File: config.mk
export PLATFORM = sky130hd
export DESIGN_NAME = var_bit_packer
export DESIGN_NICKNAME = d
export VERILOG_FILES = /design/src/rtl/var_packer_pkg.sv /design/src/rtl/var_packer_out_reg.sv /design/src/rtl/var_bit_packer.sv
export SDC_FILE = /design/constraint.sdc
export NUM_CORES = 1
export LEC_CHECK = 0
export ABC_AREA = 1
export ABC_CLOCK_PERIOD_IN_PS = 3690
export BUFFER_PORTS_ARGS = -buffer_cell sky130_fd_sc_hd__buf_2
export CORE_MARGIN = 4
export CORE_UTILIZATION = 50
export DETAILED_ROUTE_END_ITERATION = 7
export PLACE_DENSITY = 0.83
export RECOVER_POWER = 100
export SETUP_SLACK_MARGIN = 0.02
export SLEW_MARGIN = 10
export SYNTH_ARGS = -nofsm -noshare
export SYNTH_HDL_FRONTEND = slang
export SYNTH_SLANG_ARGS = --single-unit
File: constraint.sdc
create_clock -name clk -period 3.69 [get_ports clk]
set_input_delay 0.369 -clock clk [delete_from_list [all_inputs] [get_ports clk]]
set_output_delay 0.369 -clock clk [all_outputs]
set_load 0.02 [all_outputs]
File: src/rtl/var_packer_pkg.sv
// Shared state type and width/mask helpers for the variable-length bit packer.
package var_packer_pkg;

  typedef enum logic [1:0] {RUN, FLUSH, DRAIN} state_t;

  localparam int MASK_W = 256;

  function automatic int last_bits_width(int bus_width);
    return $clog2(bus_width + 1);
  endfunction

  function automatic int num_bits_width(int max_in_width);
    return $clog2(max_in_width + 1);
  endfunction

  // Callers cast the result down to their own codeword width.
  function automatic logic [MASK_W-1:0] low_mask(int n);
    logic [MASK_W-1:0] m;
    if (n >= MASK_W) m = '1;
    else m = (MASK_W'(1) << n) - MASK_W'(1);
    return m;
  endfunction

endpackage

File: src/rtl/var_packer_out_reg.sv
// Single-entry valid/ready output register for packed words; contents hold while stalled.
module var_packer_out_reg #(
  parameter int DATA_W = 64,
  parameter int BITS_W = 7
) (
  input  logic              clk,
  input  logic              aresetn,
  input  logic              load,
  input  logic              load_last,
  input  logic [DATA_W-1:0] load_data,
  input  logic [BITS_W-1:0] load_last_bits,
  input  logic              out_ready,
  output logic              can_load,
  output logic              out_valid,
  output logic              out_last,
  output logic [DATA_W-1:0] out_data,
  output logic [BITS_W-1:0] out_last_bits
);

  assign can_load = !out_valid || out_ready;

  always_ff @(posedge clk or negedge aresetn) begin
    if (!aresetn) begin
      out_valid     <= 1'b0;
      out_last      <= 1'b0;
      out_data      <= '0;
      out_last_bits <= '0;
    end else if (load) begin
      out_valid     <= 1'b1;
      out_last      <= load_last;
      out_data      <= load_data;
      out_last_bits <= load_last_bits;
    end else if (out_ready) begin
      out_valid <= 1'b0;
    end
  end

endmodule

File: src/rtl/var_bit_packer.sv
// Packs variable-length codewords MSB-first into BUS_WIDTH-bit words with a zero-padded last flush.
// Optional stat_bits/stat_words counters are built when VAR_BIT_PACKER_COUNT_EN is defined.
module var_bit_packer
  import var_packer_pkg::*;
#(
  parameter int BUS_WIDTH    = 64,
  parameter int MAX_IN_WIDTH = 32,
`ifdef VAR_BIT_PACKER_COUNT_EN
  parameter int CNT_W        = 32,
`endif
  localparam int NB_W        = num_bits_width(MAX_IN_WIDTH),
  localparam int LB_W        = last_bits_width(BUS_WIDTH)
) (
  input  logic                    clk,
  input  logic                    aresetn,
  input  logic                    in_valid,
  output logic                    in_ready,
  input  logic [MAX_IN_WIDTH-1:0] in_data,
  input  logic [NB_W-1:0]         in_num_bits,
  input  logic                    in_last,
  output logic                    out_valid,
  input  logic                    out_ready,
  output logic [BUS_WIDTH-1:0]    out_data,
  output logic                    out_last,
  output logic [LB_W-1:0]         out_last_bits
`ifdef VAR_BIT_PACKER_COUNT_EN
  ,
  output logic [CNT_W-1:0]        stat_bits,
  output logic [CNT_W-1:0]        stat_words
`endif
);

  localparam int ACC_W  = BUS_WIDTH + MAX_IN_WIDTH;
  localparam int FILL_W = $clog2(ACC_W + 1);
  localparam logic [FILL_W-1:0] BUS_FILL = FILL_W'(BUS_WIDTH);
  localparam logic [FILL_W-1:0] ACC_FILL = FILL_W'(ACC_W);

  state_t                  state;
  logic [ACC_W-1:0]        acc, acc_base, ins;
  logic [FILL_W-1:0]       fill, fill_base, n_fill;
  logic [NB_W-1:0]         n_sat;
  logic [MAX_IN_WIDTH-1:0] data_masked;
  logic                    word_avail, can_load, load_now, load_last, accept;
  logic [LB_W-1:0]         load_last_bits;

  // A load and an accept in the same cycle compose: shift out first, then append below.
  always_comb begin
    n_sat = (in_num_bits > NB_W'(MAX_IN_WIDTH)) ? NB_W'(MAX_IN_WIDTH) : in_num_bits;
    n_fill = FILL_W'(n_sat);
    data_masked = in_data & MAX_IN_WIDTH'(low_mask(int'(n_sat)));
    word_avail = 1'b0;
    case (state)
      RUN:     word_avail = (fill >= BUS_FILL);
      FLUSH:   word_avail = 1'b1;
      default: word_avail = 1'b0;
    endcase
    load_now = word_avail && can_load;
    load_last = (state == FLUSH) && (fill <= BUS_FILL);
    load_last_bits = load_last ? LB_W'(fill) : LB_W'(BUS_WIDTH);
    in_ready = (state == RUN) && ((fill < BUS_FILL) || load_now);
    accept = in_valid && in_ready;
    acc_base = load_now ? (acc << BUS_WIDTH) : acc;
    fill_base = load_now ? (fill - BUS_FILL) : fill;
    ins = ACC_W'(data_masked) << (ACC_FILL - fill_base - n_fill);
  end

  always_ff @(posedge clk or negedge aresetn) begin
    if (!aresetn) begin
      state <= RUN;
      acc   <= '0;
      fill  <= '0;
    end else begin
      case (state)
        RUN: begin
          acc  <= accept ? (acc_base | ins) : acc_base;
          fill <= accept ? (fill_base + n_fill) : fill_base;
          if (accept && in_last) state <= FLUSH;
        end
        FLUSH: begin
          if (load_now) begin
            if (load_last) begin
              acc   <= '0;
              fill  <= '0;
              state <= DRAIN;
            end else begin
              acc  <= acc_base;
              fill <= fill_base;
            end
          end
        end
        DRAIN: begin
          if (out_valid && out_ready) state <= RUN;
        end
        default: state <= RUN;
      endcase
    end
  end

  var_packer_out_reg #(
    .DATA_W(BUS_WIDTH),
    .BITS_W(LB_W)
  ) u_out_reg (
    .clk            (clk),
    .aresetn        (aresetn),
    .load           (load_now),
    .load_last      (load_last),
    .load_data      (acc[ACC_W-1 -: BUS_WIDTH]),
    .load_last_bits (load_last_bits),
    .out_ready      (out_ready),
    .can_load       (can_load),
    .out_valid      (out_valid),
    .out_last       (out_last),
    .out_data       (out_data),
    .out_last_bits  (out_last_bits)
  );

`ifdef VAR_BIT_PACKER_COUNT_EN
  // Padding never counts toward stat_bits; only accepted payload does.
  always_ff @(posedge clk or negedge aresetn) begin
    if (!aresetn) begin
      stat_bits  <= '0;
      stat_words <= '0;
    end else begin
      if (accept) stat_bits <= stat_bits + CNT_W'(n_sat);
      if (out_valid && out_ready) stat_words <= stat_words + CNT_W'(1);
    end
  end
`endif

endmodule

== After elaboration in Yosys (flattened, before gate mapping) ==
Cells that the tools add are included.
Word-level totals
  flip-flop bits (word level): 178
  latch bits: 0
  memory bits (writable): 0
  ROM bits: 0
  bits of input ports: 43
  output and inout bits: 74
  logic and storage cells: 60
  memories kept: 0
Cells by class
  $add $sub $neg: 5
  multiply operators: 0
  divide/modulo/power cells: 0
  $lt $le $gt $ge: 4
  equality and inequality tests: 6
  shifts and indexed selects: 2
  mux-type cells: 20
  bitwise logic cells: 2
  reductions and logical operators: 14
Operators by type and width (count)
  $mux W96: 4
  $pmux W96 S2: 1
  $or A96 B96 Y96: 1
  $shl A32 B7 Y96: 1
  $mux W7: 5
  $and A32 B32 Y32: 1
  $shl A1 B6 Y32 const A: 1
  $sub A32 B2 Y32 const B: 1
  $pmux W7 S2: 1
  $mux W2: 4
  $add A7 B6 Y7: 1
  $ge A7 B7 Y1 const B: 1
  $le A7 B7 Y1 const B: 1
  $lt A7 B7 Y1 const B: 1
  $sub A7 B6 Y7: 1
  $sub A7 B7 Y7 const A: 1
  $sub A7 B7 Y7 const B: 1
  $gt A6 B6 Y1 const B: 1
  $logic_and A1 B1 Y1: 6
  $mux W6: 1
  $pmux W2 S3: 1
  $ne A2 B1 Y1 const B: 2
  $ne A2 B2 Y1 const B: 2
  $reduce_and A4 Y1: 1
  9 further kinds: 12

== Longest topological paths before layout ==
  depth after elaboration: 10
  depth in mapped cells: 27
  mapped depth without buffers: 27

== Modules after synthesis ==
A second synthesis with hierarchy kept.
Unflattened totals
  cell total of the unflattened synthesis: 1798
  area, all modules: 12580.8 um^2
Modules (own cells, without submodules)
  var_bit_packer: instances 1, cells each 1490, area an instance 9795.6 um^2, sequential area each 2627.5 um^2
  var_packer_out_reg: instances 1, cells each 308, area an instance 2785.2 um^2, sequential area each 1826.8 um^2

== Worst setup path before layout ==
OpenSTA, ideal clock, no wires.
  kind: reg2reg
  from: register u_out_reg.out_valid
  to: register acc[77]
  setup time: 0.077 ns
  arrival: 3.679 ns
  required time: 3.613 ns
  setup slack: -0.067 ns
  cell stages (with the launch flop): 19
  buffers on the path: 5
  clock period less this slack: 3.757 ns
  cells stage by stage: dfrtp_1 inv_1 nor2_1 nor2_1 inv_1 clkbuf_1 clkbuf_1 clkbuf_1 buf_1 ha_1 xor2_1 xnor2_2 inv_2 nor2_1 inv_1 clkbuf_1 nor2_1 nor2_1 a21oi_1
On the way
  word-level cells in the longest chain between the ends: 10
  elaborated cells between the ends (all ways): 18
  classes of those cells: add/sub: 2; eq/ne: 1; shift: 1; mux: 6; bitwise: 1; reduce/logical: 7
Ends and longest elaborated chain
  start, declared: line var_packer_out_reg.sv:14  | output logic out_valid,
  start signal, assigned: line var_packer_out_reg.sv:24  | out_valid <= 1'b0;
  start signal, assigned: line var_packer_out_reg.sv:29  | out_valid <= 1'b1;
  start signal, assigned: line var_packer_out_reg.sv:34  | out_valid <= 1'b0;
  $logic_not A1 Y1 (*): line var_packer_out_reg.sv:20  | assign can_load = !out_valid || out_ready;
  $logic_or A1 B1 Y1 (*): line var_packer_out_reg.sv:20
  $logic_and A1 B1 Y1 (*): line var_bit_packer.sv:57  | load_now = word_avail && can_load;
  $mux W7: line var_bit_packer.sv:63  | fill_base = load_now ? (fill - BUS_FILL) : fill;
  $sub A7 B7 Y7: line var_bit_packer.sv:64  | ins = ACC_W'(data_masked) << (ACC_FILL - fill_base - n_fill);
  $sub A7 B6 Y7: line var_bit_packer.sv:64
  $shl A32 B7 Y96: line var_bit_packer.sv:64
  $or A96 B96 Y96: line var_bit_packer.sv:75  | acc <= accept ? (acc_base | ins) : acc_base;
  $mux W96: line var_bit_packer.sv:75
  $pmux W96 S2: line var_bit_packer.sv:73  | case (state)
  end signal, assigned: line var_bit_packer.sv:75
  end signal, assigned: line var_bit_packer.sv:86  | acc <= acc_base;
  end, declared: line var_bit_packer.sv:39  | logic [ACC_W-1:0] acc, acc_base, ins;
Mark *: on every way between the ends. The rest lies on a longest branch, timed or not. The select of a mux whose other input is x is not followed.
A chain may end at the register's enable or synchronous reset.

== Worst setup path after layout ==
  from: input in_num_bits[3]
  to: register acc[64]
On the way
  word-level cells in the longest chain between the ends: 9
  elaborated cells between the ends (all ways): 10
  classes of those cells: add/sub: 2; order compare: 1; shift: 2; mux: 3; bitwise: 2
Ends and longest elaborated chain
  start, declared: line var_bit_packer.sv:19  | input logic [NB_W-1:0] in_num_bits,
  $gt A6 B6 Y1: line var_bit_packer.sv:48  | n_sat = (in_num_bits > NB_W'(MAX_IN_WIDTH)) ? NB_W'(MAX_IN_WIDTH) : in_num_bits;
  $mux W6 (*): line var_bit_packer.sv:48
  $shl A1 B6 Y32: line var_packer_pkg.sv:20  | else m = (MASK_W'(1) << n) - MASK_W'(1);
  $sub A32 B2 Y32: line var_packer_pkg.sv:20
  $and A32 B32 Y32: line var_bit_packer.sv:50  | data_masked = in_data & MAX_IN_WIDTH'(low_mask(int'(n_sat)));
  $shl A32 B7 Y96 (*): line var_bit_packer.sv:64
  $or A96 B96 Y96 (*): line var_bit_packer.sv:75
  $mux W96 (*): line var_bit_packer.sv:75
  $pmux W96 S2 (*): line var_bit_packer.sv:73
Mark *: on every way between the ends. The rest lies on a longest branch, timed or not.

==> run_results.csv <==
group,metric,value,unit
run_status,run_status,"finished, violations left",
run_status,failed_checks,"max-capacitance violations, max-slew violations",
die,floorplan.core_area,25100,um^2
drt,route.detailed.wl_per_inst,19.3,um
drt,vias,13800,
logic_synthesis,cell_count_after_synthesis,1930,
clocking,cts_inserted_buffers,17,
grt,overflow,0,
flow_run,max-cap-violations,1,
grt,first_global_vias,12900,
critical_path,worstSetupStartpoint,"in_num_bits[3]",
clocking,worst_skew_late_latency,450,ps
drt,detail_route.wirelength,45300,um
placed_design,placement.cell_area,13800,um^2
layout,layout.cell_area.non_filler,14300,um^2
clocking,ctsRootBufferMaster,"sky130_fd_sc_hd__clkbuf_16",
grt,grt_use_total,0.321,
critical_path,crit_top_cell,"sky130_fd_sc_hd__a21oi_1",
sta,finalWorstPathRequiredPeriod,3300,ps
clocking,cts_clock_pin_slew_for_the_worst_setup_and_hold_paths,80,ps
clocking,cts-root-to-sink-buffers,2,
critical_path,cp-end-kind,"flip-flop",
logic_synthesis,postSynth.asyncResetShare,1.00,
critical_path,critPathLaunchType,"primary input",
drt,drt.antenna.violating_nets,0,
clocking,cts.sink_count,178,
critical_path,cp_data_arrival_time,3670,ps
layout,antenna_diode_instance_count,0,
clocking,tritoncts_clock_tree,"done",
sta,finalSetupViolations,0,
worst_hold_path,hp-start,"in_last",
critical_path,slowest_stage,"sky130_fd_sc_hd__ha_1",
logic_synthesis,synth_flop_cell,"sky130_fd_sc_hd__dfrtp_1",
sta,slew-limit-headroom,-0.607,
drt,dr.pass1.iters,6,
layout,final_nets,2063,
logic_synthesis,yosys_synthesis_warning_count,0,
placed_design,finalWeightedCongestion,1.02,
sta,fmaxAchievable,303,MHz
sta,final_max_slew_viol_count,93,
placed_design,dp_hpwl,33900,um
layout,syn2layout_area_growth,11.9,%
critical_path,slowest_delay,370,ps
sta,rsz_0062_raised_after_global_routing,"false",
clocking,holdBufCountCts,0,
logic_synthesis,synth_enable_flop_cells,0,
layout,drive_above_1_share,0.101,
logic_synthesis,syn-mean-instance-area,6.60,um^2
die,top_level_ports,117,
sta,fin_setup_tns,0,ps
grt,grt_first_pass_wirelength,72400,um
placed_design,port_buffers,116,
logic_synthesis,synth-seq-area-share,0.350,
critical_path,critical_path.cell_chain,"buf_2 > nor2_1 > nand3_1 > nand2_2 > nand2_4 > ha_1 > ha_1 > a21oi_1 > and2_0 > inv_1 > a21oi_1 > o21bai_1 > xnor2_2 > inv_2 > nor2_2 > inv_1 > o21a_1 > nand2_1 > nand2_1 > a21oi_1",
logic_synthesis,yosys_register_bits,178,
drt,drt_first_iter_violations,1834,
drt,route.detailed.vias_per_inst,5.87,
clocking,post_cts_buffers,0,
grt,antenna_found_initial,0,
sta,report.final.hold_viol_count,0,
critical_path,worst_ep_required_time,4060,ps
critical_path,crit_fanout,16,
die,fp.dieH,168,um
logic_synthesis,netlist-cell-type-count,51,
sta,tightestPinTransition,2410,ps
critical_path,setup.worst_path.class,"in2reg",
worst_hold_path,hold_path_class,"in2reg",
die,std_cell_rows,58,
logic_synthesis,synth_net_count,1994,
die,die_area,28100,um^2
sta,period_share,0.894,
sta,timing.clock.skew,15.9,ps
clocking,post_cts_resize_count,0,
drt,drcViolationCount,0,
critical_path,crit-reg2reg-launch,"fill[3]",
clocking,cts-htree-levels,4,
critical_path,r2r_slack,430,ps
grt,grt_start_max_net_pins,191,
logic_synthesis,synth.cell_area,12700,um^2
die,floorplan.initialDensity,0.508,
die,dieWidth,168,um
## layer usage
| layer | track usage | routed length (um) |
|---|---|---|
| met5 | 0 | 0 |
| met3 | 0.0531 | 3470 |
| met4 | 0.111 | 1700 |
| met1 | 0.459 | 19700 |
| met2 | 0.496 | 20400 |
## cell families (layout without fill, tap and decap cells)
group           count (synthesis)  after routing  synth area share
compound gates                276            276             0.124
xor+xnor                        5              5           0.00403
fa+ha+maj                      21             21            0.0224
buf+inv                       267            349            0.0849
flops                         178            178             0.350
simple gates                 1183           1183             0.416
## synthesized netlist by cell type (4+ instances only)
cell type	number	area, um^2
sky130_fd_sc_hd__nand2_1	607	2280
sky130_fd_sc_hd__nand3_1	290	1450
sky130_fd_sc_hd__dfrtp_1	178	4450
sky130_fd_sc_hd__nor2_1	155	582
sky130_fd_sc_hd__inv_1	135	507
sky130_fd_sc_hd__o21ai_0	113	566
sky130_fd_sc_hd__clkbuf_1	73	274
sky130_fd_sc_hd__nand4_1	54	338
sky130_fd_sc_hd__a21oi_1	50	250
sky130_fd_sc_hd__o21ai_1	41	205
sky130_fd_sc_hd__buf_2	30	150
sky130_fd_sc_hd__nand3_2	19	190
sky130_fd_sc_hd__ha_1	18	225
sky130_fd_sc_hd__nand2_2	17	106
sky130_fd_sc_hd__o31ai_1	15	113
sky130_fd_sc_hd__nor2_2	14	87.6
sky130_fd_sc_hd__o22ai_1	12	75.1
sky130_fd_sc_hd__buf_1	8	30.0
sky130_fd_sc_hd__clkinv_1	8	30.0
sky130_fd_sc_hd__a31oi_1	7	43.8
sky130_fd_sc_hd__a21oi_2	6	52.6
sky130_fd_sc_hd__o211ai_1	6	45.0
sky130_fd_sc_hd__nor3_1	5	25.0
sky130_fd_sc_hd__nor3_2	5	50.1
sky130_fd_sc_hd__inv_2	4	15.0
sky130_fd_sc_hd__nor2_4	4	45.0
sky130_fd_sc_hd__o32ai_1	4	35.0
sky130_fd_sc_hd__xor2_1	4	35.0
## worst max-delay path: cells and delay by family
family	cells	cell delay [ps]
simple gates	8	1080
compound gates	5	800
buf+inv	4	590
xor+xnor	1	250
fa+ha+maj	2	580
## state kept, by name, indices dropped and copies added (netlist names)
name,cells
acc,96
fill,7
state,2
u_out_reg.out_data,64
u_out_reg.out_last,1
u_out_reg.out_last_bits,7
u_out_reg.out_valid,1
## metrics by stage
step,setup WS (ps),std cells,hold slack [ps],utilization
floorplan,50.8,1930,73.4,-
global placement,161,2310,451,0.550
detailed placement,102,2310,453,0.550
CTS,532,2342,32.5,0.574
global route,111,2342,206,0.568
finish,391,2342,188,0.568
## cell type report
cell class,instances,area (um^2)
inverters,149,566
repair buffers,168,976
clock buffers,17,425
clock inverters,15,178
flip-flops and latches,178,4450
fillers,2515,10900
multi-input cells,1485,7240
well taps,330,413
## path summary, 6_finish.rpt
| kind | end | depth (start not counted) |
|---|---|---|
| max in group asynchronous | u_out_reg.out_data[5] | 2 |
| worst min-delay path | state[0] | 3 |
| worst max-delay path | acc[64] | 20 |
| min in group asynchronous | u_out_reg.out_data[33] | 1 |
| worst max register to register | acc[64] | 16 |
| worst min register to register | u_out_reg.out_data[7] | 2 |
## layout by cell type, fill, tap and decap left out, types with 4 or more instances in the layout
cell type	netlist	layout
sky130_fd_sc_hd__nand2_1	607	610
sky130_fd_sc_hd__nand3_1	290	294
sky130_fd_sc_hd__dfrtp_1	178	178
sky130_fd_sc_hd__nor2_1	155	153
sky130_fd_sc_hd__inv_1	135	134
sky130_fd_sc_hd__o21ai_0	113	129
sky130_fd_sc_hd__clkbuf_1	73	78
sky130_fd_sc_hd__nand4_1	54	54
sky130_fd_sc_hd__a21oi_1	50	51
sky130_fd_sc_hd__buf_2	30	41
sky130_fd_sc_hd__buf_4	3	33
sky130_fd_sc_hd__o21ai_1	41	25
sky130_fd_sc_hd__ha_1	18	18
sky130_fd_sc_hd__clkbuf_16	0	17
sky130_fd_sc_hd__nand3_2	19	15
sky130_fd_sc_hd__nor2_2	14	15
sky130_fd_sc_hd__o31ai_1	15	15
sky130_fd_sc_hd__nand2_2	17	14
sky130_fd_sc_hd__o22ai_1	12	12
sky130_fd_sc_hd__buf_12	0	10
sky130_fd_sc_hd__clkinv_1	8	8
sky130_fd_sc_hd__a31oi_1	7	7
sky130_fd_sc_hd__o211ai_1	6	6
sky130_fd_sc_hd__clkbuf_2	0	6
sky130_fd_sc_hd__a21oi_2	6	5
sky130_fd_sc_hd__nor2_4	4	5
sky130_fd_sc_hd__nor3_1	5	5
sky130_fd_sc_hd__nor3_2	5	5
sky130_fd_sc_hd__clkinv_8	0	5
sky130_fd_sc_hd__inv_6	0	5
sky130_fd_sc_hd__inv_2	4	4
sky130_fd_sc_hd__o32ai_1	4	4
Power is not shown: default switching activity piles up to over one toggle a cycle in this logic, so the estimate is an artifact.
